===== src/rtl/board_renderer.sv =====
// Playfield renderer: maps hcount/vcount onto a COLS x ROWS cell grid, fetches the cell index from board RAM and resolves it through a palette.
// Latency 2 vclk from hcount/vcount to pixel_board; cell_data is sampled in the cycle cell_addr is presented; no backpressure.
module board_renderer #(
    parameter int          H_ORIGIN   = 92,
    parameter int          V_ORIGIN   = 0,
    parameter int          CELL_W     = 32,
    parameter int          CELL_H     = 30,
    parameter int          COLS       = 10,
    parameter int          ROWS       = 20,
    parameter int          IDX_W      = 3,
    parameter int          ADDR_W     = 8,
    parameter logic [7:0]  GRID_COLOR = 8'h49
) (
    input  logic              vclk,
    input  logic              rst_n,
    input  logic [10:0]       hcount,
    input  logic [9:0]        vcount,
    input  logic              grid_en,
    output logic [ADDR_W-1:0] cell_addr,
    input  logic [IDX_W-1:0]  cell_data,
    input  logic              pal_we,
    input  logic [IDX_W-1:0]  pal_idx,
    input  logic [7:0]        pal_color,
    output logic [7:0]        pixel_board,
    output logic              frame_done
);
    localparam int XW   = $clog2(CELL_W);
    localparam int YW   = $clog2(CELL_H);
    localparam int NPAL = 2**IDX_W;

    localparam logic [11:0]       LP_H_LO   = 12'(H_ORIGIN);
    localparam logic [11:0]       LP_H_HI   = 12'(H_ORIGIN + COLS*CELL_W);
    localparam logic [10:0]       LP_V_LO   = 11'(V_ORIGIN);
    localparam logic [10:0]       LP_V_HI   = 11'(V_ORIGIN + ROWS*CELL_H);
    localparam logic [XW-1:0]     LP_X_LAST = XW'(CELL_W - 1);
    localparam logic [YW-1:0]     LP_Y_LAST = YW'(CELL_H - 1);
    localparam logic [ADDR_W-1:0] LP_COLS   = ADDR_W'(COLS);

    logic [XW-1:0]     r_x_sub;
    logic [ADDR_W-1:0] r_col;
    logic [YW-1:0]     r_y_sub;
    logic [ADDR_W-1:0] r_row_base;
    logic              r_in_board_d;
    logic              r_edge_d;
    logic [7:0]        r_pal [NPAL];

    logic [11:0]       w_h;
    logic [10:0]       w_v;
    logic              w_h_start;
    logic              w_line_start;
    logic              w_in_board;
    logic              w_edge;
    logic [XW-1:0]     w_x_sub;
    logic [ADDR_W-1:0] w_col;
    logic [YW-1:0]     w_y_sub;
    logic [ADDR_W-1:0] w_row_base;

    assign w_h          = {1'b0, hcount};
    assign w_v          = {1'b0, vcount};
    assign w_h_start    = (w_h == LP_H_LO);
    assign w_line_start = (w_h == 12'd0);

    // Counters are forwarded combinationally so the clearing cycle itself already sees the new position.
    assign w_x_sub = w_h_start ? '0 : r_x_sub;
    assign w_col   = w_h_start ? '0 : r_col;

    always_comb begin
        w_y_sub    = r_y_sub;
        w_row_base = r_row_base;
        if (w_line_start) begin
            if (w_v == LP_V_LO) begin
                w_y_sub    = '0;
                w_row_base = '0;
            end else if (w_v > LP_V_LO && w_v < LP_V_HI) begin
                if (r_y_sub == LP_Y_LAST) begin
                    w_y_sub    = '0;
                    w_row_base = r_row_base + LP_COLS;
                end else begin
                    w_y_sub = r_y_sub + 1'b1;
                end
            end
        end
    end

    assign w_in_board = (w_h >= LP_H_LO) && (w_h < LP_H_HI) && (w_v >= LP_V_LO) && (w_v < LP_V_HI);
    assign w_edge     = grid_en && ((w_x_sub == LP_X_LAST) || (w_y_sub == LP_Y_LAST));

    always_ff @(posedge vclk or negedge rst_n) begin
        if (!rst_n) begin
            r_x_sub      <= '0;
            r_col        <= '0;
            r_y_sub      <= '0;
            r_row_base   <= '0;
            r_in_board_d <= 1'b0;
            r_edge_d     <= 1'b0;
            cell_addr    <= '0;
            frame_done   <= 1'b0;
            pixel_board  <= 8'h00;
        end else begin
            r_x_sub      <= (w_x_sub == LP_X_LAST) ? '0 : w_x_sub + 1'b1;
            r_col        <= (w_x_sub == LP_X_LAST) ? w_col + 1'b1 : w_col;
            r_y_sub      <= w_y_sub;
            r_row_base   <= w_row_base;
            r_in_board_d <= w_in_board;
            r_edge_d     <= w_edge;
            cell_addr    <= w_in_board ? (w_row_base + w_col) : '0;
            frame_done   <= w_line_start && (w_v == LP_V_HI);
            // Outside the board the RAM data is ignored so an unwritten RAM cannot leak X.
            if (!r_in_board_d)
                pixel_board <= 8'h00;
            else if (r_edge_d)
                pixel_board <= GRID_COLOR;
            else
                pixel_board <= r_pal[cell_data];
        end
    end

    always_ff @(posedge vclk or negedge rst_n) begin
        if (!rst_n) begin
            for (int k = 0; k < NPAL; k++)
                r_pal[k] <= (k == 0) ? 8'h00 : 8'h97;
        end else if (pal_we) begin
            r_pal[pal_idx] <= pal_color;
        end
    end
endmodule

===== config.mk =====
export PLATFORM = sky130hd
export DESIGN_NAME = board_renderer
export DESIGN_NICKNAME = d
export VERILOG_FILES = /design/src/rtl/board_renderer.sv
export SDC_FILE = /design/constraint.sdc
export NUM_CORES = 1
export LEC_CHECK = 0
export CAP_MARGIN = 40
export CORE_MARGIN = 2
export CORE_UTILIZATION = 25
export CTS_BUF_LIST = sky130_fd_sc_hd__clkbuf_2
export DETAILED_ROUTE_END_ITERATION = 8
export SYNTH_ARGS = -nofsm -noshare
export SYNTH_HDL_FRONTEND = slang
export SYNTH_SLANG_ARGS = --single-unit

===== constraint.sdc =====
create_clock -name vclk -period 4.1 [get_ports vclk]
set_input_delay 0.82 -clock vclk [delete_from_list [all_inputs] [get_ports vclk]]
set_output_delay 0.82 -clock vclk [all_outputs]
set_load 0.01 [all_outputs]

==> flow_metrics.tcl, run 1 <==
set metrics [dict create \
    r2r-start "r_y_sub[1]$_DFF_PN0_" \
    multiInputGateArea_um2 2420 \
    rrSetupSlack_ps 730 \
    arrival_ps 4200 \
    fmax_mhz 278 \
    fin_area_um2 6500 \
    rsz0062_at_grt "false" \
    crit_buf_inv 1 \
    wl_per_cell_um 14.9 \
    end_kind "register" \
    clk_pin_slew_ps 390 \
    synth-seq-cells 109 \
    hpwl_um 8210 \
    drt_iter0_drc 172 \
    firstDrtPassIters 4 \
    worstSetupStartpointType "primary input" \
    tightest_slew_ps 810 \
    place_area_um2 6350 \
    drive_above_1_share_pct 35.9 \
    path_max_fanout 6 \
    yosys_warnings 0 \
    worstPathRequired_ps 4710 \
    wl_met1_um 4820 \
    diodes 0 \
    syn-instance-count 397 \
    drt-total-wl_um 11300 \
    antenna_found_initial 0 \
    cp_slowest_cell "or4_4" \
    crit_path_frequent_cell "nor2_1" \
    gp_congestion 0.818 \
    fp.coreArea_um2 20800 \
    irDropWorstVdd_mv 0.144 \
    synthArstFlopShare_pct 100 \
    synth_ff_type "dfrtp_1" \
    crit_start "hcount[7]" \
    p_per_area_nw_per_um2 369 \
    grt_max_degree 70 \
    p_total_uw 2400 \
    hold_viol 0 \
    cts_tree "done" \
    dieWidth_um 149 \
    fillerInstances 2114 \
    grt_use_total_pct 10.8 \
    skew_ps 80.7 \
    power.leakage_uw 0.00272 \
    rr_worst_depth 13 \
    rr_endpoint "cell_addr[7]$_DFF_PN0_" \
    dr_wl_met3_um 376 \
    syn2layout_area_growth_pct 23.4 \
    highest_layer "met4" \
    crit_type "primary input to register" \
    numCtsBuffers 9 \
    wl_met2_um 6010 \
    vias 3427 \
    fin_cells 762 \
    min_period_over_period_pct 87.6 \
    place_inst 745 \
    cts.sinks 109 \
    rows 53 \
    cp_cell_sequence "clkdlybuf4s50_1 -> nor4_4 -> nand3_2 -> or4_4 -> xor2_1 -> nor2_1 -> ha_1 -> a21o_1 -> a211oi_1 -> nor2_1 -> o41ai_1 -> xnor3_1 -> nor2_1" \
    grt_pass1_wl_um 18600 \
    drc 0 \
    ios 56 \
    root_buffer "clkbuf_2" \
    synthesis.nets 450 \
    io_buffers 55 \
    cts_buffer_depth 2 \
    final_common_cell "dfrtp_1" \
    gr-total-overflow 0 \
    status "complete, no violations" \
    syn_area_um2 5270 \
    insertion_delay_ps 660 \
    maxSlewViolCount 0 \
    relSlewSlack_pct 45.8 \
    synth_area_per_cell_um2 13.3 \
    regArea_um2 2770 \
    antenna_left 0 \
    fin_crit_ps 3590 \
    cts_resized 0 \
    cap_violations 0 \
    design.die.area_um2 22300 \
    h-tree-depth 3 \
    synth.distinct_cells 50 \
    first_global_vias 3634 \
    nets 535 \
    synth-edff-count 0 \
    start_util_pct 25.3 \
    hp-class "primary input to async pin" \
    synth.yosys.seq_area_share_pct 52.6 \
    final_cell_mix "dfrtp_1, mux2_2, clkdlybuf4s50_1" \
    cpLargestDelayFamily "simple AND/OR/NAND/NOR gates" \
    dieHeight_um 149 \
    routed_via_density 4.50 \
    setup_viol 0 \
    max_stage_delay_ps 600 \
]
## metrics by stage
step                setup TNS, ps  util [%]  setup WS, ps  hold WS, ps
global placement             -152      30.3          -120          483
detailed placement           -253      30.5          -178          492
finish                          0      31.2           509          499
global route                    0      31.2           363          428
floorplan                       0         -           223          474
CTS                             0      31.2           558          461
## state kept, by name, summed over array words and instances, names as in the netlist
| register | cells |
|---|---|
| pixel_board | 8 |
| cell_addr | 8 |
| r_pal | 64 |
| frame_done | 1 |
| r_row_base | 8 |
| r_in_board_d | 1 |
| r_y_sub | 5 |
| r_x_sub | 5 |
| r_col | 8 |
| r_edge_d | 1 |
## what timing repair did
action                                 in CTS  in global routing
endpoints found under the hold margin       4                  0
buffers inserted                            0                  0
hold buffers                                1                  0
## worst max-delay path by stage
stage | end | slack (ps) | depth (start not counted)
after floorplan | cell_addr[7]$_DFF_PN0_ | 220 | 13
after global placement | cell_addr[7]$_DFF_PN0_ | -120 | 13
after CTS | cell_addr[7]$_DFF_PN0_ | 560 | 13
final | cell_addr[7]$_DFF_PN0_ | 510 | 13
after global routing | cell_addr[7]$_DFF_PN0_ | 360 | 13
after detailed placement | cell_addr[7]$_DFF_PN0_ | -180 | 13
## worst reg2reg max path, cell delays in order, from the launching register on
cell	delay (ps)
dfrtp_1	490
inv_1	110
ha_1	190
nand4_1	180
or4_4	580
xor2_1	170
nor2_1	130
ha_1	250
a21o_1	170
a211oi_1	240
nor2_1	90
o41ai_1	330
xnor3_1	370
nor2_1	90
## power by group
group / leakage (µW) / internal [µW] / switching [µW]
Combinational: 0.00131 / 284 / 180
Sequential: 0.00132 / 1310 / 85.1
Clock: 0.0000805 / 116 / 426
Total: 0.00272 / 1710 / 691
## metal layers
metal / vias up / global-route usage (%)
met1: 1754 / 12.7
met4: 0 / 2.86
li1: 1620 / -
met5: - / 0
met3: 10 / 2.60
met2: 43 / 19.5
## synthesized netlist by cell type (3+ instances only)
cell	number	share of area (%)
nor3b_2	3	0.71
ha_1	13	3.1
xor2_1	6	1.0
a21oi_1	7	0.66
nand2_1	12	0.85
clkbuf_1	9	0.64
nor3_1	8	0.76
o21ai_0	12	1.1
dfstp_2	35	17
inv_1	5	0.36
mux2_2	68	15
nand4_1	6	0.71
dfrtp_1	74	35
o21a_1	3	0.43
or3_1	5	0.59
nand4b_1	4	0.66
mux2i_1	8	1.5
nor2_1	32	2.3
mux4_2	16	6.8
nand3_1	9	0.85
and2_1	15	1.8
a21o_1	3	0.43
nor4_1	3	0.36
xnor2_1	11	1.8
## logic make-up (layout without fill, tap and decap cells)
kind of cell	count (synthesis)	in the layout	share of synthesized area, %
AO/OA/AOI/OAI	39	39	4.89
XOR/XNOR	18	18	3.25
adder cells (fa/ha/maj)	14	14	3.47
buffers and inverters	17	107	1.38
flip-flops	109	109	52.6
multiplexers	92	92	22.9
AND/OR/NAND/NOR	108	108	11.5
## cell type report
class                   instances  area share (%)
clock inverters                 7            1.44
repair buffers                 86            12.4
well taps                     275            5.29
flip-flops and latches        109            42.6
multi-input cells             271            37.3
clock buffers                   9           0.693
inverters                       5           0.289
No activity file was read; power rests on OpenSTA's default activity.
==> inputs of run 2 (changes only) <==
--- a/config.mk
+++ b/config.mk
@@ -10,6 +10,7 @@
 export CORE_UTILIZATION = 25
 export CTS_BUF_LIST = sky130_fd_sc_hd__clkbuf_2
 export DETAILED_ROUTE_END_ITERATION = 8
+export SKIP_CTS_REPAIR_TIMING = 1
 export SYNTH_ARGS = -nofsm -noshare
 export SYNTH_HDL_FRONTEND = slang
 export SYNTH_SLANG_ARGS = --single-unit
==> run 2 against run 1 <==
Effect of this change: routed wire length unchanged; die area unchanged; non-clock buffer count unchanged; final area unchanged; clock skew unchanged; fmax unchanged; global-route usage unchanged; worst hold slack improved by 0.85 ps; largest cell class unchanged; via count unchanged.
==> flow_metrics.tcl, run 2 (same netlist as run 1, synthesis figures left out) <==
set metrics [dict create \
    cp_slowest_cell "or4_4" \
    tightest_slew_ps 810 \
    diodes 0 \
    grt_max_degree 70 \
    fmax_mhz 278 \
    drc 0 \
    cts.sinks 109 \
    dpl_worst_slack_ps -178 \
    fp.coreArea_um2 20800 \
    skew_ps 80.7 \
    rrSetupSlack_ps 730 \
    r2r-start "r_y_sub[1]$_DFF_PN0_" \
    cts_buffer_depth 2 \
    io_buffers 55 \
    relSlewSlack_pct 45.8 \
    grt_pass1_wl_um 18600 \
    max_stage_delay_ps 600 \
    maxSlewViolCount 0 \
    drt_iter0_drc 172 \
    setup_viol 0 \
    rsz0062_at_grt "false" \
    dieHeight_um 149 \
    firstDrtPassIters 4 \
    drt-total-wl_um 11300 \
    final_common_cell "dfrtp_1" \
    p_per_area_nw_per_um2 369 \
    cp_cell_sequence "clkdlybuf4s50_1 -> nor4_4 -> nand3_2 -> or4_4 -> xor2_1 -> nor2_1 -> ha_1 -> a21o_1 -> a211oi_1 -> nor2_1 -> o41ai_1 -> xnor3_1 -> nor2_1" \
    start_util_pct 25.3 \
    wl_per_cell_um 14.9 \
    clk_pin_slew_ps 390 \
    power.leakage_uw 0.00272 \
    path_max_fanout 6 \
    crit_path_frequent_cell "nor2_1" \
    hp-class "primary input to async pin" \
    arrival_ps 4200 \
    design.die.area_um2 22300 \
    fin_crit_ps 3590 \
    grt_use_total_pct 10.8 \
    gr-total-overflow 0 \
    worstSetupStartpointType "primary input" \
    worst_slack_ps 509 \
    drive_above_1_share_pct 35.9 \
    fillerInstances 2112 \
    final_cell_mix "dfrtp_1, mux2_2, clkdlybuf4s50_1" \
    root_buffer "clkbuf_2" \
    numCtsBuffers 9 \
    rr_endpoint "cell_addr[7]$_DFF_PN0_" \
    rows 53 \
    fin_tns_setup_ps 0 \
    hold_viol 0 \
    cts_tree "done" \
    irDropWorstVdd_mv 0.144 \
    dieWidth_um 149 \
    rr_worst_depth 13 \
    first_global_vias 3631 \
    largest_reg_flops 64 \
    antenna_left 0 \
    crit_buf_inv 1 \
    h-tree-depth 3 \
    top_register "r_pal" \
    ios 56 \
    gp_congestion 0.818 \
    hpwl_um 8210 \
    end_kind "register" \
    routed_via_density 4.50 \
    vias 3427 \
    crit_type "primary input to register" \
    status "complete, no violations" \
    antenna_found_initial 0 \
    min_period_over_period_pct 87.6 \
    cpLargestDelayFamily "simple AND/OR/NAND/NOR gates" \
    nets 535 \
    worstPathRequired_ps 4710 \
    insertion_delay_ps 660 \
    cap_violations 0 \
    syn2layout_area_growth_pct 23.4 \
]
==> run 2: area by class of cell <==
type	instances	area, µm²	share of cell area [%]
Clock inverter	7	93.8	1.44
Timing Repair Buffer	86	803	12.4
Tap cell	275	344	5.29
Clock buffer	9	45.0	0.693
Sequential cell	109	2770	42.6
Inverter	5	18.8	0.289
Multi-Input combinational cell	271	2420	37.3
==> run 2: worst max-delay path by stage <==
stage,from,end,slack (ps),cells after the start
6_report,hcount[7],cell_addr[7]$_DFF_PN0_,510,13
3_5_place_dp,hcount[7],cell_addr[7]$_DFF_PN0_,-180,13
3_3_place_gp,hcount[7],cell_addr[7]$_DFF_PN0_,-120,13
2_1_floorplan,hcount[1],cell_addr[7]$_DFF_PN0_,220,13
5_1_grt,hcount[2],cell_addr[7]$_DFF_PN0_,360,13
4_1_cts,hcount[7],cell_addr[7]$_DFF_PN0_,560,13
==> run 2: per-stage QoR <==
stage / hold WS [ps] / instance area [µm²] / power [µW] / cells / utilization (%)
floorplan: 474 / 5270 / 1690 / 397 / -
global placement: 483 / 6320 / 1840 / 743 / 30.3
detailed placement: 492 / 6350 / 1880 / 745 / 30.5
CTS: -94.0 / 6490 / 2420 / 761 / 31.2
global route: 429 / 6500 / 2540 / 762 / 31.2
finish: 499 / 6500 / 2400 / 762 / 31.2
==> run 2: where the power goes <==
group          leakage, µW  switching (µW)  internal (µW)
Clock            0.0000805             426            116
Sequential         0.00132            85.1           1310
Combinational      0.00131             180            284
==> run 2: worst reg2reg max path, stage by stage (launching register included) <==
cell,delay [ps]
dfrtp_1,490
inv_1,110
ha_1,190
nand4_1,180
or4_4,580
xor2_1,170
nor2_1,130
ha_1,250
a21o_1,170
a211oi_1,240
nor2_1,90
o41ai_1,330
xnor3_1,370
nor2_1,90
==> run 2: per-layer routing <==
layer	global-route usage (%)	routed length (µm)	up-vias
li1	-	-	1620
met1	12.7	4820	1754
met2	19.5	6010	43
met3	2.60	376	10
met4	2.86	125	0
met5	0	0	-
